==> config.mk <==
export PLATFORM = sky130hd
export DESIGN_NAME = bitwise_logic_pipe
export DESIGN_NICKNAME = d
export VERILOG_FILES = /design/src/rtl/bitwise_logic_pipe.sv
export SDC_FILE = /design/constraint.sdc
export NUM_CORES = 1
export LEC_CHECK = 0
export CAP_MARGIN = 20
export CORE_ASPECT_RATIO = 1.75
export CORE_UTILIZATION = 57
export DETAILED_ROUTE_END_ITERATION = 12
export HOLD_SLACK_MARGIN = 0.1
export PLACE_DENSITY = 0.82
export SYNTH_ARGS = -nofsm -noshare
export SYNTH_HDL_FRONTEND = slang
export SYNTH_SLANG_ARGS = --single-unit
==> constraint.sdc <==
create_clock -name clock -period 4.75 [get_ports clock]
set_input_delay 0.95 -clock clock [delete_from_list [all_inputs] [get_ports clock]]
set_output_delay 0.95 -clock clock [all_outputs]
set_load 0.01 [all_outputs]
==> src/rtl/bitwise_logic_pipe.sv <==
// Registered bitwise logic unit with accumulator and a 2-entry result buffer.
// Results carry zero/all-ones flags captured at compute time.
module bitwise_logic_pipe #(
    parameter int unsigned WIDTH    = 32,
    parameter int unsigned ACC_INIT = 0
) (
    input  logic             clock,
    input  logic             reset,
    input  logic             in_valid,
    output logic             in_ready,
    input  logic [2:0]       in_op,
    input  logic             in_acc,
    input  logic [WIDTH-1:0] in_a,
    input  logic [WIDTH-1:0] in_b,
    output logic             out_valid,
    input  logic             out_ready,
    output logic [WIDTH-1:0] out_result,
    output logic             out_zero,
    output logic             out_ones
);

    typedef struct packed {
        logic [WIDTH-1:0] result;
        logic             zero;
        logic             ones;
    } entry_t;

    localparam logic [WIDTH-1:0] ACC_RST = WIDTH'(ACC_INIT);

    entry_t           mem_q [2];
    logic             wr_ptr;
    logic             rd_ptr;
    logic [1:0]       count;
    logic [WIDTH-1:0] acc;

    logic [WIDTH-1:0] a_eff;
    logic [WIDTH-1:0] res;
    entry_t           new_entry;
    entry_t           head;
    logic             push;
    logic             pop;

    assign a_eff = in_acc ? acc : in_a;

    always_comb begin
        res = '0;
        unique case (in_op)
            3'd0: res = a_eff & in_b;
            3'd1: res = a_eff | in_b;
            3'd2: res = a_eff ^ in_b;
            3'd3: res = ~(a_eff | in_b);
            3'd4: res = ~(a_eff & in_b);
            3'd5: res = ~(a_eff ^ in_b);
            3'd6: res = a_eff & ~in_b;
            3'd7: res = in_b;
        endcase
    end

    assign new_entry.result = res;
    assign new_entry.zero   = (res == '0);
    assign new_entry.ones   = (res == '1);

    // in_ready depends only on registered state and reset, never on out_ready
    assign in_ready  = !reset && (count != 2'd2);
    assign out_valid = (count != 2'd0);
    assign push      = in_valid && in_ready;
    assign pop       = out_valid && out_ready;

    assign head       = mem_q[rd_ptr];
    assign out_result = out_valid ? head.result : '0;
    assign out_zero   = out_valid && head.zero;
    assign out_ones   = out_valid && head.ones;

    always_ff @(posedge clock or posedge reset) begin
        if (reset) begin
            count    <= 2'd0;
            wr_ptr   <= 1'b0;
            rd_ptr   <= 1'b0;
            acc      <= ACC_RST;
            mem_q[0] <= '0;
            mem_q[1] <= '0;
        end else begin
            if (push) begin
                mem_q[wr_ptr] <= new_entry;
                wr_ptr        <= ~wr_ptr;
                acc           <= res;
            end
            if (pop) begin
                rd_ptr <= ~rd_ptr;
            end
            if (push && !pop) begin
                count <= count + 2'd1;
            end else if (pop && !push) begin
                count <= count - 2'd1;
            end
        end
    end

endmodule

==> impl_results.md, run 1 <==
* Status: completed
* Met3 wire length at 992 um
* Post-synth EDFFs at 0
* Global route overflow at 0
* DRT Pass-1 Iters at 5
* Final net count at 1,204
* WL per Instance at 17.6 um
* Largest net degree at the start of global routing at 79
* Initial antenna violation count at 0
* CP max stage cell: clkdlybuf4s50_1
* # rows at 59
* WL met1 at 8.67 mm
* Syn-to-layout area delta at 16.9%
* Leak Pwr at 4.82 nW
* Fin Clk Skew at 0.0125 ns
* Internal power at 2.82 mW
* Number of buffers added on ports at 107
* Die area at 0.0156 mm^2
* Top_reg_cell synth: dfrtp_1
* RSZ-0062 raised after global routing: false
* Syn Area/Cell at 9.02 um^2
* Area contributors post-synth: dfrtp_1 (30%), ha_1 (14%), mux2i_1 (12%)
* Buf/Inv on CP at 2
* GPL Wtd Cong at 0.891
* Root Buffer: clkbuf_16
* Top routing layer in use: met4
* Iteration-0 DRC Markers at 445
* Crit path max-delay family: simple AND/OR/NAND/NOR gates
* Crit path max fanout at 18
* Worst EP required at 5.02 ns
* Min Hold Slack at 0.480 ns
* Clock transition at path regs at 0.08 ns
* Max_cap viols at 0
* H-tree depth at 3
* CTS tree: done
* Syn Nets at 1,123
* Synth area leader: dfrtp_1
* Crit path cell chain: clkdlybuf4s50_1, nor2b_1, a221oi_1, buf_4, or4_1, nor4b_1, nand4bb_1, o21ai_1
* Die height at 165 um
* First-pass GRT wire length at 34.4 mm
* Worst setup path start: in_op[1]
* WS Path Type: primary input to flop
* Via density at 5.89
* Count of final setup violators at 0
* YS warnings at 0
* Power per cell area at 469 mW/mm^2
* Post-Syn Instances at 954
* Asr flop ratio synth at 1.00
* Slowest stage delay, CP at 0.87 ns
* Post-detailed-route count of antenna-violating nets at 0
* Register Area at 0.00260 mm^2
* Hold Startpoint: mem_q[63]
* TNS Setup at 0 ns
* Clock latency on the worst-skew pair at 0.36 ns
* Crit start category: primary input
* Synth Cell Area at 0.00860 mm^2
* Min-delay worst type: flop to flop
* Crit. End Element: flop
* Area of the multi-input gates at 0.00534 mm^2
* Met2 routed WL at 11.1 mm
* Post-DP HPWL at 16.0 mm
* Total number of vias at 7,207
* Core ar. at 0.0148 mm^2
* Relative slew margins at 0.284
* Max VDD drop at 0.000262 V
* Switching share of power at 0.401
* Final worst path period share at 0.780
* Slew Viols, Final at 0
* Hold_buf cts at 0
* Clock Sinks at 104
* Ant diodes at 0
* Final Critical Period at 3.71 ns
* Setup ws final at 1.04 ns
* Total global-route track usage at 0.285
* Fraction of layout cells with a size suffix above 1 at 0.115
* Worst Path Arrival at 3.98 ns
* Number of global-route vias before repair at 7,020
* Synth top area share at 0.303
* DRC violations left at 0
* Chip width at 94.9 um
* Initial Utilization at 0.580
* Fmax at 270 MHz
* Post-Place Setup Slack at 0.794 ns
* Psw at 1.89 mW
* Final Total Pwr at 4.71 mW
* TritonCTS buffer count at 9
* Worst reg2reg startpoint: acc[2]
* Register area share after synthesis at 0.303
* Longest Clk Path Bufs at 2
* I/O pin count at 108
* Filler cells at 1,186
* Resize count post-CTS at 0
* Drt total wl at 21.5 mm
* Hold Vio Cnt, Final at 0
* Post-CTS Setup Inserts at 0
* Clock power frac at 0.164
* Sequential group share of total power at 0.340
* Tightest Pin Transition at 1.07 ns
* Gate power share at 0.496
* Synth cell types at 66
* Synthesized flop and latch total at 104
==> power by group through the flow <==
stage / registers [mW] / clock network, mW / logic, mW
4_1_cts: 1.60 / 0.781 / 2.34
2_1_floorplan: 1.47 / 0 / 1.57
3_5_place_dp: 1.61 / 0 / 2.33
3_3_place_gp: 1.59 / 0 / 2.25
6_report: 1.60 / 0.775 / 2.34
5_1_grt: 1.65 / 0.814 / 2.59
==> registers in the layout (all words and copies together) (netlist names) <==
| name | flops |
|---|---|
| acc | 32 |
| wr_ptr | 1 |
| count | 2 |
| rd_ptr | 1 |
| mem_q | 68 |
==> synthesized netlist by cell type, types with 4 or more instances <==
cell type,n
mux2i_1,101
nand3_1,4
nand4_1,4
buf_1,7
buf_2,8
o22ai_1,20
buf_6,10
ha_1,97
o21ai_1,8
nor2_1,94
a211oi_1,4
nand2_1,104
dfrtp_1,104
and2_1,4
buf_4,5
mux4_2,7
a21oi_1,56
mux2_2,51
nand2b_1,6
nor4_1,4
a221oi_1,13
clkbuf_1,31
o21ai_0,58
nor2b_1,5
a31oi_1,4
inv_1,76
o211ai_1,4
==> kinds of logic (layout without fill, tap and decap cells) <==
logic type | after synthesis | count (layout) | synth area share
simple gates | 243 | 243 | 0.121
mux | 162 | 162 | 0.207
buf+inv | 142 | 228 | 0.0780
fa+ha+maj | 97 | 97 | 0.141
flops | 104 | 104 | 0.303
compound gates | 201 | 201 | 0.146
xor+xnor | 5 | 5 | 0.00509
==> area by class of cell <==
cell class | count | share of cell area
Inverter | 78 | 0.0294
Multi-Input combinational cell | 708 | 0.530
Sequential cell | 104 | 0.259
Clock inverter | 7 | 0.00908
Clock buffer | 9 | 0.0224
Timing Repair Buffer | 134 | 0.127
Tap cell | 183 | 0.0228
==> worst min-delay path: cells and delay by family (launching register included) <==
family           cells  cell delay [ns]
DFF                  1             0.35
and+or+nand+nor      2             0.10
==> final timing paths <==
kind                                  end  slack (ns)  cells after the start
worst max-delay path             mem_q[0]        1.04                      8
worst min-delay path            mem_q[63]        0.48                      2
worst max register to register   mem_q[0]        1.92                     11
worst min register to register  mem_q[63]        0.48                      2
max in group asynchronous        mem_q[7]        2.75                      3
min in group asynchronous       mem_q[26]        1.21                      2
==> layout by cell type, fill, tap and decap left out, drive strengths merged, types with 4 or more instances in the layout <==
cell           Yosys  layout
a211oi             5       5
a21boi             4       4
a21oi             56      56
a221oi            16      16
a31oi              4       4
and2               4       4
buf               33      29
clkbuf            31       9
clkdlybuf4s50      0     105
clkinv             1       5
dfrtp            104     104
ha                97      97
inv               77      80
mux2              54      54
mux2i            101     101
mux4               7       7
nand2            105     105
nand2b             6       6
nand3              4       4
nand4              4       4
nor2              95      95
nor2b              5       5
nor4               4       4
o211ai             4       4
o21ai             66      66
o22ai             20      20
==> per-layer routing <==
layer	global-route usage	vias up
met2	0.489	246
met1	0.358	3438
met3	0.0318	54
met5	0	-
met4	0.120	0
li1	-	3469
==> per-stage QoR <==
| stage | std cells | instance area [um^2] | utilization |
|---|---|---|---|
| after floorplan | 954 | 8600 | - |
| after global routing | 1223 | 10100 | 0.678 |
| final | 1223 | 10100 | 0.678 |
| after global placement | 1207 | 9740 | 0.657 |
| after CTS | 1223 | 10100 | 0.678 |
| after detailed placement | 1207 | 9740 | 0.657 |
No activity file was read; power rests on OpenSTA's default activity.
==> run 2, diff against run 1 <==
CORE_UTILIZATION = 52   (was 57)
PLACE_DENSITY = 0.79   (was 0.82)
clock period = 3 ns   (was 4.75 ns; I/O delays follow)
==> run 2 against run 1 <==
Compared with the run above:
- final area rose by 8.9%
- worst hold slack got worse by 0.0042 ns
- sequential cell count did not move
- core utilization rose by 0.53 points
- worst setup slack got worse by 0.97 ns
- routed wire length rose by 7.1%
- critical path depth rose by 2
- register-to-register slack got worse by 1.7 ns
- total power rose by 66%
- sequential power rose by 53%
- first-iteration DRC count rose by 13%
- clock power rose by 65%
- largest cell class unchanged
- largest power group unchanged
==> impl_results.md, run 2 (synthesized netlist as in run 1, its figures left out) <==
* Worst setup path start: in_acc
* Worst EP required at 3.28 ns (-1.74 ns)
* TritonCTS buffer count at 9 (unchanged)
* Largest net degree at the start of global routing at 105 (+33%)
* Switching share of power at 0.388 (-0.0124)
* Chip width at 99.2 um (+4.6%)
* Drt total wl at 23.0 mm (+7.1%)
* Sequential group share of total power at 0.313 (-0.027)
* GPL Wtd Cong at 0.912 (+2.4%)
* Die area at 0.0171 mm^2 (+9.4%)
* Crit path max fanout at 4 (-14)
* Max VDD drop at 0.000345 V (+32%)
* Largest register by flop count: mem_q
* Initial Utilization at 0.537 (-0.0430)
* Number of buffers added on ports at 107 (unchanged)
* Hold_buf cts at 0 (unchanged)
* Fraction of layout cells with a size suffix above 1 at 0.198 (+0.0825)
* Power per cell area at 716 mW/mm^2 (+53%)
* Fmax at 341 MHz
* Crit. End Element: flop
* # rows at 61 (+3.4%)
* Crit path cell chain: clkbuf_4, mux2i_4, inv_1, ha_2, mux4_2, a2111o_1, o41ai_2, o21ai_1, nand4bb_4, o21ai_2
* Core ar. at 0.0160 mm^2 (+8.0%)
* Global route overflow at 0 (unchanged)
* Largest register FFs at 68 (unchanged)
* Number of global-route vias before repair at 7,561 (+7.7%)
* Via density at 5.83 (-1.0%)
* Clock latency on the worst-skew pair at 0.36 ns (about the same)
* Die height at 172 um (+4.6%)
* Final worst path period share at 0.977
* Status: completed
* I/O pin count at 108 (unchanged)
* Ant diodes at 0 (unchanged)
* Hold Startpoint: mem_q[67]
* Clock transition at path regs at 0.08 ns (about the same)
* DRC violations left at 0 (unchanged)
* Top flop regs: mem_q x68, acc x32, count x2
* Count of final setup violators at 0 (unchanged)
* Slew Viols, Final at 0 (unchanged)
* Crit start category: primary input
* Max_cap viols at 0 (unchanged)
* First-pass GRT wire length at 36.8 mm (+7.0%)
* Crit path max-delay family: compound AO/OA/AOI/OAI gates
* DRT Pass-1 Iters at 6 (+1)
* Final net count at 1,286 (+6.8%)
* Root Buffer: clkbuf_16
* WS Path Type: primary input to flop
* Tightest Pin Transition at 0.747 ns (-0.328 ns)
* Internal power at 4.79 mW (+70%)
* Gate power share at 0.524 (+0.028)
* CTS tree: done
* Clock power frac at 0.163 (about the same)
* Non-Filler Instances at 1,311 (+7.2%)
* Worst Path Arrival at 3.21 ns (-0.77 ns)
* CP max stage cell: mux4_2
* Syn-to-layout area delta at 27.3%
* Post-detailed-route count of antenna-violating nets at 0 (unchanged)
* H-tree depth at 3 (unchanged)
* TNS Setup at 0 ns (unchanged)
* Worst reg2reg startpoint: acc[10]
* Longest Clk Path Bufs at 2 (unchanged)
* Post-DP HPWL at 16.9 mm (+5.8%)
* Leak Pwr at 5.33 nW (+10%)
* Slowest stage delay, CP at 0.53 ns (-0.34 ns)
* Total number of vias at 7,646 (+6.1%)
* Placed insts at 1,293 (+7.1%)
* Min-delay worst type: flop to flop
* Buf/Inv on CP at 2 (unchanged)
* Psw at 3.05 mW (+61%)
* Most frequent cells in the layout: nand2_1 (104), dfrtp_1 (103), clkdlybuf4s50_1 (102)
* Relative slew margins at 0.502 (+0.219)
* Fin Clk Skew at 0.0158 ns (+0.00333 ns)
* Commonest non-fill, non-tap cell in the layout: nand2_1
* Iteration-0 DRC Markers at 504 (+13%)
* Hold Vio Cnt, Final at 0 (unchanged)
* Clock Sinks at 104 (unchanged)
* Initial antenna violation count at 0 (unchanged)
* Total global-route track usage at 0.274 (-0.0106)
* Final Critical Period at 2.93 ns
* WL per Instance at 17.5 um (about the same)
-- run 2: cell count changes in the layout (fill, tap and decap cells not counted), sizes merged, moves of 2 or more --
cell           previous run  this run
clkinv                    5         3
dlymetal6s2s              0         3
clkdlybuf4s50           105       102
buf                      29       110
-- run 2: power groups by stage --
stage	registers (mW)	logic, mW	clock network [mW]
2_1_floorplan	2.32	2.50	0
3_3_place_gp	2.43	3.87	0
3_5_place_dp	2.46	4.01	0
4_1_cts	2.45	4.05	1.29
5_1_grt	2.53	4.52	1.36
6_report	2.45	4.11	1.28
-- run 2: timing repair --
| action | CTS | global route |
|---|---|---|
| setup buffers | 0 | 2 |
| gates resized for setup | 0 | 26 |
| endpoints found under the setup margin | 0 | 4 |
| endpoints found under the hold margin | 0 | 0 |
-- run 2: per-stage QoR --
stage	setup WS (ns)	utilization	cell area, um^2	power, mW	hold WS [ns]
3_5_place_dp	-0.327	0.654	10500	6.47	0.461
3_3_place_gp	-0.228	0.654	10500	6.30	0.457
2_1_floorplan	0.00960	-	8630	4.82	0.445
4_1_cts	0.000913	0.674	10800	7.79	0.479
5_1_grt	-0.00369	0.683	11000	8.41	0.498
6_report	0.0704	0.683	11000	7.84	0.475
-- run 2: final timing paths --
| check | to | slack, ns | cells past startpoint |
|---|---|---|---|
| worst max-delay path | mem_q[0] | 0.07 | 10 |
| worst min-delay path | mem_q[67] | 0.48 | 2 |
| worst max register to register | mem_q[0] | 0.18 | 9 |
| worst min register to register | mem_q[67] | 0.48 | 2 |
| max in group asynchronous | mem_q[62] | 1.77 | 3 |
| min in group asynchronous | count[1] | 0.77 | 3 |
-- run 2: final cells by class --
class,instances,area (um^2)
inverters,78,297
well taps,189,236
clock inverters,7,95.1
fillers,1238,5080
multi-input cells,708,5460
repair buffers,216,2030
flip-flops and latches,104,2600
clock buffers,9,225
-- run 2: worst register-to-register path: cells and delay by family, from the launching register on --
| family | cells | cell delay [ns] |
|---|---|---|
| simple gates | 1 | 0.24 |
| mux | 2 | 0.72 |
| compound gates | 4 | 1.07 |
| buf+inv | 1 | 0.10 |
| flops | 1 | 0.42 |
| fa+ha+maj | 1 | 0.20 |
-- run 2: metal layers --
layer	GRT usage	part of all wire	wire (um)	vias up
met3	0.0368	0.044	1010	79
li1	-	-	-	3630
met2	0.485	0.52	11900	252
met1	0.329	0.40	9150	3685
met5	0	0	0	-
met4	0.125	0.041	934	0
==> run 3, diff against run 2 <==
CELL_PAD_IN_SITES_DETAIL_PLACEMENT = 0   (was unset)
CELL_PAD_IN_SITES_GLOBAL_PLACEMENT = 1   (was unset)
CORE_UTILIZATION = 39   (was 52)
PLACE_DENSITY = 0.77   (was 0.79)
==> run 3 against run 2 <==
Compared with the run above:
- sequential cell count unchanged
- first-iteration DRC count is 36% lower
- register-to-register slack gained 0.13 ns
- via count decreased by 3.8%
- fmax rose by 3.6%
- clock power rose by 6%
- core utilization fell by 16 points
- largest power group unchanged
- critical path depth rose by 1
- clock-buffer cell count unchanged
- total power increased by 0.41%
- worst setup slack improved by 0.10 ns
- sequential power down 2%
==> impl_results.md, run 3 (synthesized netlist as in run 1, its figures left out) <==
* Status: completed
* Total number of vias at 7,358 (-3.8%)
* Largest register FFs at 68 (unchanged)
* Final Total Pwr at 7.87 mW (+0.41%)
* CTS tree: done
* Worst hold endpoint: mem_q[63]
* Tightest Pin Transition at 0.521 ns (-0.226 ns)
* Crit start category: primary input
* Final net count at 1,317 (+2.4%)
* Initial Utilization at 0.399 (-0.138)
* Crit path max-delay family: compound AO/OA/AOI/OAI gates
* Max_cap viols at 0 (unchanged)
* Total global-route track usage at 0.215 (-0.0591)
* Root Buffer: clkbuf_16
* Final Critical Period at 2.83 ns (-0.101 ns)
* Clock transition at path regs at 0.08 ns (about the same)
* Count of final setup violators at 0 (unchanged)
* Min Hold Slack at 0.477 ns (+0.00145 ns)
* Largest net degree at the start of global routing at 60 (-43%)
* Worst Path Arrival at 3.12 ns (-0.09 ns)
* Switching share of power at 0.379 (-0.00926)
* Final worst path period share at 0.943 (-0.0338)
* DRC violations left at 0 (unchanged)
* Sequential group share of total power at 0.306 (-0.007)
* Internal power at 4.89 mW (+1.9%)
* # rows at 71 (+16%)
* Post-DP HPWL at 18.1 mm (+7.0%)
* Longest Clk Path Bufs at 2 (unchanged)
* Crit path max fanout at 6 (+2)
* Relative slew margins at 0.653 (+0.151)
* Clock power frac at 0.173 (+0.010)
* Placed insts at 1,429 (+11%)
* WL per Instance at 16.1 um (-7.9%)
* Gate power share at 0.521 (-0.003)
* GPL Wtd Cong at 0.892 (-2.2%)
* Power per cell area at 699 mW/mm^2 (-2.3%)
* First-pass GRT wire length at 37.7 mm (+2.3%)
* Syn-to-layout area delta at 30.9%
* TNS Setup at 0 ns (unchanged)
* DRT Pass-1 Iters at 4 (-2)
* Hold_buf cts at 0 (unchanged)
* Via density at 5.09 (-13%)
* Fmax at 354 MHz (+3.6%)
* Resize count post-CTS at 0 (unchanged)
* CP max stage cell: mux4_2
* Number of buffers added on ports at 107 (unchanged)
* Endpoint of the worst register-to-register path: mem_q[0]
* Top flop regs: mem_q x68, acc x32, count x2
* Post-detailed-route count of antenna-violating nets at 0 (unchanged)
* WS Path Type: primary input to flop
* Min-delay worst type: flop to flop
* Core ar. at 0.0216 mm^2 (+35%)
* Hold Startpoint: mem_q[63]
* Fin Clk Skew at 0.0108 ns (-0.00499 ns)
* Psw at 2.98 mW (-2.0%)
* Number of global-route vias before repair at 7,409 (-2.0%)
* Worst Hold Depth at 2 (unchanged)
* Worst reg2reg startpoint: acc[8]
* Post-layout util at 0.522 (-0.162)
* Crit path cell chain: buf_4, buf_12, mux2i_4, inv_1, ha_2, mux4_2, a2111o_1, o41ai_2, o21ai_1, nand4bb_1, o21ai_1
* Iteration-0 DRC Markers at 322 (-36%)
* Worst r2r path cells at 9 (unchanged)
* Hold Vio Cnt, Final at 0 (unchanged)
* Max VDD drop at 0.000309 V (-10%)
* Non-Filler Instances at 1,446 (+10%)
* CP dominant cell by count: o21ai_1
* Crit. End Element: flop
* Filler cells at 2,066 (+67%)
* Slowest stage delay, CP at 0.49 ns (-0.04 ns)
* Initial antenna violation count at 1 (+1)
* Chip width at 114 um (+15%)
* Post-CTS Setup Inserts at 0 (unchanged)
* Die height at 198 um (+15%)
* Clock latency on the worst-skew pair at 0.36 ns (about the same)
* TritonCTS buffer count at 9 (unchanged)
* Largest register by flop count: mem_q
* I/O pin count at 108 (unchanged)
* Buf/Inv on CP at 3 (+1)
* Commonest non-fill, non-tap cell in the layout: buf_4
* Global route overflow at 0 (unchanged)
* Fraction of layout cells with a size suffix above 1 at 0.211 (+0.0129)
* Slew Viols, Final at 0 (unchanged)
* H-tree depth at 3 (unchanged)
* Clock Sinks at 104 (unchanged)
* Most frequent cells in the layout: buf_4 (132), nand2_1 (104), dfrtp_1 (103)
* Worst EP required at 3.29 ns (about the same)
* Leak Pwr at 5.45 nW (+2.3%)
* Die area at 0.0227 mm^2 (+33%)
* Drt total wl at 23.4 mm (+1.6%)
* R2r setup slk at 0.31 ns (+0.13 ns)
## run 3: cell types whose count changed in the layout (fill, tap and decap cells not counted), moves of 2 or more
| cell | change |
|---|---|
| nor2b_2 | -2 |
| mux2i_4 | +2 |
| nor2b_1 | +2 |
| o21ai_2 | -2 |
| o21ai_1 | +2 |
| mux2i_1 | -2 |
| buf_4 | +33 |
## run 3: power groups by stage
stage | combinational, mW | sequential (mW) | clock [mW]
floorplan | 2.50 | 2.32 | 0
global placement | 4.03 | 2.40 | 0
detailed placement | 4.11 | 2.42 | 0
CTS | 4.13 | 2.40 | 1.39
global route | 4.59 | 2.50 | 1.44
finish | 4.10 | 2.41 | 1.36
## run 3: metrics by stage
stage          area (um^2)  setup WS, ns
6_report             11300         0.172
5_1_grt              11300      -0.00219
4_1_cts              11200        0.0658
3_5_place_dp         10800        -0.312
3_3_place_gp         10800        -0.257
2_1_floorplan         8630       0.00960
## run 3: worst reg2reg max path: stages, from the launching register on
cell and delay [ns]:
dfrtp_1 0.39, mux2i_2 0.20, inv_1 0.11, ha_2 0.20, mux4_2 0.50, a2111o_1 0.37, o41ai_2 0.32, o21ai_1 0.15
nand4bb_1 0.22, o21ai_1 0.16
## run 3: area by class of cell
class | count | area [um^2] | area share
inverter | 78 | 297 | 0.0263
clock buffer | 9 | 225 | 0.0200
multi-input combinational | 708 | 5410 | 0.480
clock inverter | 7 | 109 | 0.00967
tap | 292 | 365 | 0.0324
sequential | 104 | 2600 | 0.231
timing repair buffer | 247 | 2250 | 0.200
antenna | 1 | 2.50 | 0.000222
## run 3: worst max-delay path by stage
| stage | start | to | slack (ns) | cells past startpoint |
|---|---|---|---|---|
| after global placement | in_acc | mem_q[1] | -0.26 | 12 |
| after global routing | in_a[3] | mem_q[0] | -0.002 | 10 |
| after CTS | in_a[8] | mem_q[0] | 0.07 | 10 |
| after floorplan | in_acc | mem_q[0] | 0.01 | 11 |
| after detailed placement | in_a[8] | mem_q[0] | -0.31 | 10 |
| final | in_acc | mem_q[0] | 0.17 | 11 |
## run 3: metal layers
layer,track usage,up-vias,part of all wire
met2,0.382,136,0.51
met1,0.266,3489,0.43
met3,0.0165,42,0.021
met4,0.0890,0,0.031
met5,0,-,0
li1,-,3691,-
